===== config.mk =====
export PLATFORM = sky130hd
export DESIGN_NAME = vram_arbiter
export DESIGN_NICKNAME = d
export VERILOG_FILES = /design/src/rtl/vram_pkg.sv /design/src/rtl/vram_sat_cnt.sv /design/src/rtl/vram_arbiter.sv
export SDC_FILE = /design/constraint.sdc
export NUM_CORES = 1
export LEC_CHECK = 0
export CORE_ASPECT_RATIO = 0.6
export CORE_MARGIN = 3
export CORE_UTILIZATION = 43
export CTS_CLUSTER_DIAMETER = 150
export DETAILED_ROUTE_END_ITERATION = 8
export PLACE_DENSITY = 0.83
export SETUP_SLACK_MARGIN = 0.02
export SYNTH_ARGS = -nofsm -noshare
export SYNTH_HDL_FRONTEND = slang
export SYNTH_SLANG_ARGS = --single-unit

===== constraint.sdc =====
create_clock -name CLK1_50 -period 2.05 [get_ports CLK1_50]
set_input_delay 0.3075 -clock CLK1_50 [delete_from_list [all_inputs] [get_ports CLK1_50]]
set_output_delay 0.3075 -clock CLK1_50 [all_outputs]
set_load 0.005 [all_outputs]

===== src/rtl/vram_pkg.sv =====
// vram_pkg: shared constants and CPU transaction state type for the VRAM arbiter
package vram_pkg;
  localparam int VRAM_AW = 16;
  localparam int VRAM_DW = 16;
  localparam int UNDERRUN_W = 16;
  typedef enum logic [1:0] {C_IDLE, C_ISSUE, C_DATA, C_ACK} cpu_state_t;
endpackage


===== src/rtl/vram_sat_cnt.sv =====
// vram_sat_cnt: saturating up-counter with synchronous clear
module vram_sat_cnt #(
  parameter int W = 8,
  parameter int MAX = 255
) (
  input  logic         clk,
  input  logic         rst_n,
  input  logic         clr,
  input  logic         inc,
  output logic [W-1:0] cnt
);
  localparam logic [W-1:0] LIM = W'(MAX);
  // count up until the limit, clear wins over increment
  always_ff @(posedge clk or negedge rst_n)
    if (!rst_n) cnt <= '0;
    else if (clr) cnt <= '0;
    else if (inc && cnt != LIM) cnt <= cnt + W'(1);
endmodule


===== src/rtl/vram_arbiter.sv =====
// vram_arbiter: shares a single-port VRAM between VGA scanout and CPU; define VRAM_ARB_STATS_EN for underrun and CPU-grant counters
module vram_arbiter
  import vram_pkg::*;
#(
  parameter int AW = VRAM_AW,
  parameter int DW = VRAM_DW,
  parameter int STARVE_MAX = 8
) (
  input  logic                  CLK1_50,
  input  logic                  RST_N,
  input  logic                  VGA_REQ,
  input  logic [AW-1:0]         VGA_ADDR,
  output logic                  VGA_VALID,
  output logic [DW-1:0]         VGA_RDATA,
  input  logic                  CPU_REQ,
  input  logic                  CPU_WE,
  input  logic [AW-1:0]         CPU_ADDR,
  input  logic [DW-1:0]         CPU_WDATA,
  output logic                  CPU_ACK,
  output logic [DW-1:0]         CPU_RDATA,
  output logic [AW-1:0]         MEM_ADDR,
  output logic                  MEM_WE,
  output logic [DW-1:0]         MEM_WDATA,
  input  logic [DW-1:0]         MEM_RDATA,
  output logic [UNDERRUN_W-1:0] UNDERRUN_CNT
);
  localparam logic [7:0] SMAX = 8'(STARVE_MAX);
  cpu_state_t state;
  logic we_q, cpu_idle, starve, grant_cpu, grant_vga, vga_p1, vga_p2;
  logic [7:0] wait_cnt;
  assign cpu_idle = state == C_IDLE;
  assign starve = wait_cnt == SMAX && CPU_REQ && cpu_idle;
  assign grant_cpu = starve || (!VGA_REQ && CPU_REQ && cpu_idle);
  assign grant_vga = VGA_REQ && !starve;
  vram_sat_cnt #(.W(8), .MAX(STARVE_MAX)) u_wait (
    .clk(CLK1_50), .rst_n(RST_N), .clr(grant_cpu || !CPU_REQ),
    .inc(CPU_REQ && cpu_idle && !grant_cpu), .cnt(wait_cnt)
  );
`ifdef VRAM_ARB_STATS_EN
  logic [15:0] cpu_grant_cnt;
  vram_sat_cnt #(.W(UNDERRUN_W), .MAX((1 << UNDERRUN_W) - 1)) u_under (
    .clk(CLK1_50), .rst_n(RST_N), .clr(1'b0), .inc(starve && VGA_REQ), .cnt(UNDERRUN_CNT)
  );
  vram_sat_cnt #(.W(16), .MAX(65535)) u_grant (
    .clk(CLK1_50), .rst_n(RST_N), .clr(1'b0), .inc(grant_cpu), .cnt(cpu_grant_cnt)
  );
`else
  assign UNDERRUN_CNT = '0;
`endif
  // drive the RAM port from whichever requester won; address holds when idle
  always_ff @(posedge CLK1_50 or negedge RST_N)
    if (!RST_N) begin
      MEM_ADDR <= '0;
      MEM_WE <= 1'b0;
      MEM_WDATA <= '0;
    end else begin
      MEM_WE <= grant_cpu && CPU_WE;
      MEM_ADDR <= grant_cpu ? CPU_ADDR : grant_vga ? VGA_ADDR : MEM_ADDR;
      MEM_WDATA <= grant_cpu ? CPU_WDATA : MEM_WDATA;
    end
  // fixed two-edge scanout pipeline: address out, RAM read, capture
  always_ff @(posedge CLK1_50 or negedge RST_N)
    if (!RST_N) begin
      vga_p1 <= 1'b0;
      vga_p2 <= 1'b0;
      VGA_VALID <= 1'b0;
      VGA_RDATA <= '0;
    end else begin
      vga_p1 <= grant_vga;
      vga_p2 <= vga_p1;
      VGA_VALID <= vga_p2;
      VGA_RDATA <= vga_p2 ? MEM_RDATA : VGA_RDATA;
    end
  // CPU transaction sequencer with registered ack and read data
  always_ff @(posedge CLK1_50 or negedge RST_N)
    if (!RST_N) begin
      state <= C_IDLE;
      we_q <= 1'b0;
      CPU_ACK <= 1'b0;
      CPU_RDATA <= '0;
    end else begin
      CPU_ACK <= (state == C_ISSUE && we_q) || state == C_DATA;
      CPU_RDATA <= state == C_DATA ? MEM_RDATA : CPU_RDATA;
      we_q <= grant_cpu ? CPU_WE : we_q;
      case (state)
        C_IDLE:  state <= grant_cpu ? C_ISSUE : C_IDLE;
        C_ISSUE: state <= we_q ? C_ACK : C_DATA;
        C_DATA:  state <= C_ACK;
        default: state <= C_IDLE;
      endcase
    end
endmodule


==> Word-level counts from Yosys, hierarchy flattened <==
Cells that the tools add are included.
{ "classes": {"n_addsub": 1, "n_eq_ne": 4, "reduce_logical": 20, "mux": 7} }
{ "ops": {"columns": ["op", "n"], "rows": [
  ["$mux 16", 2],
  ["$mux 8", 2],
  ["$logic_and 1x1->1", 10],
  ["$add 8x1->8 const B", 1],
  ["$eq 8x4->1 const B", 1],
  ["$ne 8x4->1 const B", 1],
  ["$pmux 2 s3", 1],
  ["$logic_not 1->1", 4],
  ["$reduce_bool 2->1", 2],
  ["$logic_or 1x1->1", 3],
  ["$eq 2x1->1 const B", 1],
  ["$eq 2x2->1 const B", 1],
  ["$logic_not 2->1", 1],
  ["$mux 1", 2]
]} }
{ "word_totals": {"ff_bits": 80, "word_cells": 44, "inputBits": 69, "out_inout_bits": 83} }

==> Longest topological paths before layout <==
{ "depth": {"depth_word": 9, "ltp_mapped": 7, "ltp_nobuf": 6} }

==> Hierarchy <==
Synthesis repeated with hierarchy kept, for this count alone.
{ "unflattened": {"cells_unflattened": 298, "area_unflattened_um2": 3624.7} }
{ "modules_own_cells": {"columns": ["module", "area_per_inst_um2", "cells_per_inst", "seq_area_each_um2", "n_inst"], "rows": [
  ["vram_arbiter", 3174.3, 253, 1801.7, 1],
  ["vram_sat_cnt", 450.4, 45, 200.2, 1]
]} }

==> Worst setup path after synthesis <==
OpenSTA, ideal clock, no wires.
{ "synth_timing": {"path_kind": "register to register", "start": "reg u_wait.cnt[0]", "end": "reg MEM_WDATA[0]", "period_less_slack_ns": 1.808, "stages_incl_launch_ff": 8, "n_path_buf": 1, "setup_slack_ns": 0.242, "required_ns": 1.925, "t_arrival_ns": 1.683, "setup_time_ns": 0.125, "path_cell_list": "dfrtp_1 -> inv_1 -> ha_1 -> and3b_1 -> a21boi_2 -> or2_4 -> buf_6 -> mux2_4"} }
{ "synth_via": {"elab_chain_len": 4} }
{ "synth_lines": {"columns": ["element", "line_no", "text"], "rows": [
  ["start, declared", "vram_sat_cnt.sv:10", "output logic [W-1:0] cnt"],
  ["start signal, assigned", "vram_sat_cnt.sv:17", "else if (inc && cnt != LIM) cnt <= cnt + W'(1);"],
  ["$eq 8x4->1", "vram_arbiter.sv:32", "assign starve = wait_cnt == SMAX && CPU_REQ && cpu_idle;"],
  ["$logic_and 1x1->1 (2 in a row)", "vram_arbiter.sv:32", null],
  ["$logic_or 1x1->1", "vram_arbiter.sv:33", "assign grant_cpu = starve || (!VGA_REQ && CPU_REQ && cpu_idle);"],
  ["end signal, assigned", "vram_arbiter.sv:59", "MEM_WDATA <= grant_cpu ? CPU_WDATA : MEM_WDATA;"],
  ["end, declared", "vram_arbiter.sv:23", "output logic [DW-1:0] MEM_WDATA,"]
]} }
Every way passes these cells.
A chain may end at the register's enable or synchronous reset.

==> Worst setup path in the final report <==
{ "layout_timing": {"start": "reg u_wait.cnt[0]", "end": "reg MEM_WDATA[8]"} }
The elaborated chain is that of the path after synthesis.

==> reports/summary.txt <==
status - complete, no violations
number of global-route vias before repair - 2860
Num CTS Buffers - 9
hold crit path type - reg -> reg
LEAKAGE - 2.41 nW
Gate Count Post-Synth - 272
Die Wd - 125 um
Max VDD drop - 677 uV
RePlAce Congestion - 0.893
Max FO, Critical Path - 10
Via density - 5.13
Synth Cell Area - 0.00364 mm2
Port Buffer Count - 135
Clock Tree Buf Depth - 2
WL final - 9.20 mm
Worst-Skew Late Latency - 0.33 ns
largest net degree at the start of global routing - 38
final hold vios - 0
clock-pin transition on the worst setup and hold timing paths - 0.06 ns
Total Power - 6.35 mW
drt pass-1 iters - 4
mean post-synth cell area - 13.4 um2
min Tclk post-route - 1.89 ns
H-tree levels - 3
CP max stage cell - or2_2
Max Slew Vio Count - 0
critical path data required time - 2.26 ns
Cell Chain, Critical Path - inv_1 > ha_1 > and3b_1 > a21boi_2 > or2_2 > mux2_4
CP delay by family, top - simple AND/OR/NAND/NOR gates
Sequential cell area - 0.00200 mm2
Wirelength per Cell - 17.4 um
max frequency - 0.528 GHz
antenna violations before repair - 0
number of synthesis warnings - 0
DRC - 0
utilization of the core after routing - 0.676
fraction of layout cells with a size suffix above 1 - 0.239
GRT Resource Usage Total - 0.194
final setup skew - 0.00402 ns
dpl hpwl - 6.60 mm
CTS tree - yes
n_diodes - 0
full die area - 0.00964 mm2
WP buf/inv - 1
first-pass GRT wire length - 14.8 mm
grt ovf - 0
CP Capture Type - flop
Core Rows - 25
category of the worst setup path launch point - flop
Area Growth Syn to Fin - 49.2%
# IOs - 152
height of the die - 77.3 um
setup TNS - 0 ns
CP Data Arrival Time - 2.11 ns
Cell variety after synth - 37
sequential fraction of the synthesis area - 0.550
vias - 2718
Initial DRC Count - 171
starting density of the core - 0.453
Max-Cap Viols - 0
clk sinks - 80
Final nets - 492
unrepaired setup endpoints after global routing - no
Antenna Violating Nets Remaining - 0
# fillers - 587
Multi-input gate area - 0.00147 mm2
Worst path max stage delay - 0.45 ns
Root Driver - clkbuf_16
core area - 0.00804 mm2
final setup fails - 0
Pwr Density - 1170 mW/mm2
Yosys reg bits - 80
hold_ws - 0.356 ns
critical path type - reg -> reg
Final period util - 0.924
## stage by stage
step | setup slack [ns] | area [um2] | cells
after floorplan | 0.242 | 3700 | 287
after global placement | 0.189 | 5100 | 512
after CTS | 0.0895 | 5430 | 529
after detailed placement | 0.142 | 5100 | 512
final | 0.157 | 5430 | 530
after global routing | 0.0524 | 5430 | 530
## synth_stat cells, drive strengths merged
library cell   n  area (um2)
or2            1        8.76
nor4           2        27.5
o221a         16         180
a21oi          6        30.0
clkbuf        13        48.8
nand3          6        30.0
and3b          1        8.76
inv           10        37.5
nand4          2        18.8
or2b           1        7.51
nand2          4        17.5
xnor2          1        8.76
nand4b         1        8.76
buf           19         148
dfrtp         80        2000
nor2           2        7.51
a31oi          3        18.8
o211ai         1        7.51
a21boi         1        11.3
a211o         16         140
nor2b          1        6.26
conb           1        3.75
nor3           2        10.0
xor2           1        8.76
o21ai          2        10.0
o41a           1        11.3
nand3b         1        7.51
mux2          48         597
nand2b         5        31.3
ha             6        75.1
and3          18         113
## where the power goes
part / internal [mW] / switching (mW) / total, mW
combinational: 1.55 / 0.782 / 2.33
sequential: 2.06 / 0.298 / 2.36
clock: 1.06 / 0.596 / 1.66
total: 4.67 / 1.68 / 6.35
## final timing paths
kind / start / end / slack (ns) / cells past startpoint
max: u_wait.cnt[0] / MEM_WDATA[8] / 0.16 / 6
min: vga_p1 / vga_p2 / 0.36 / 0
max reg2reg: u_wait.cnt[0] / MEM_WDATA[8] / 0.16 / 6
min reg2reg: vga_p1 / vga_p2 / 0.36 / 0
max in group asynchronous: RST_N / MEM_WDATA[14] / 1.03 / 3
min in group asynchronous: RST_N / VGA_RDATA[15] / 0.47 / 2
## worst register-to-register path, stage by stage (launching register included)
cell      delay (ns)
dfrtp_2         0.44
inv_1           0.10
ha_1            0.15
and3b_1         0.21
a21boi_2        0.10
or2_2           0.45
mux2_4          0.34
## layout make-up
type / count / area share
multi-input cells: 166 / 0.270
inverters: 10 / 0.00691
well taps: 108 / 0.0249
flip-flops and latches: 80 / 0.369
clock buffers: 10 / 0.0421
repair buffers: 150 / 0.272
clock inverters: 6 / 0.0154
## cell families after synthesis
logic type / share of synthesized area
simple gates: 0.0832
compound gates: 0.112
buf+inv: 0.0643
mux: 0.164
flops: 0.550
other cells: 0.00103
fa+ha+maj: 0.0206
xor+xnor: 0.00481
## layout by cell type, fill, tap and decap left out, types with 2 or more instances in the layout
cell and n:
clkdlybuf4s50_1 134, dfrtp_1 79, mux2_2 33, and3_1 18, a211o_1 16, o221a_2 16
conb_1 16, mux2_4 15, buf_4 14, inv_1 10, clkbuf_16 9, a21oi_1 6
nand3_1 6, ha_1 6, nand2b_1 5, nand2_1 3, a31oi_1 3, clkinv_2 3
nor2_1 2, nor3_1 2, o21ai_0 2, bufinv_16 2
## per-layer routing
metal  up-vias  part of all wire  GRT usage
met4         0             0.011     0.0492
met1      1320              0.45      0.263
met3        11             0.098     0.0717
li1       1252                 -          -
met5         -                 0          0
met2       135              0.44      0.297
## state kept, by name, summed over array words and instances, names as in the netlist
register and count:
vga_p2 1, CPU_ACK 1, MEM_WDATA 16, u_wait.cnt 8
state 2, CPU_RDATA 16, VGA_RDATA 16, MEM_ADDR 16
VGA_VALID 1, we_q 1, vga_p1 1, MEM_WE 1
## what timing repair did
item | CTS | global route
resized for setup | 0 | 1
setup endpoints to repair | 0 | 1
buffers inserted | 0 | 0
hold buffers | 1 | 0
hold endpoints to repair | 35 | 0
(Power assumes the default switching activity.)
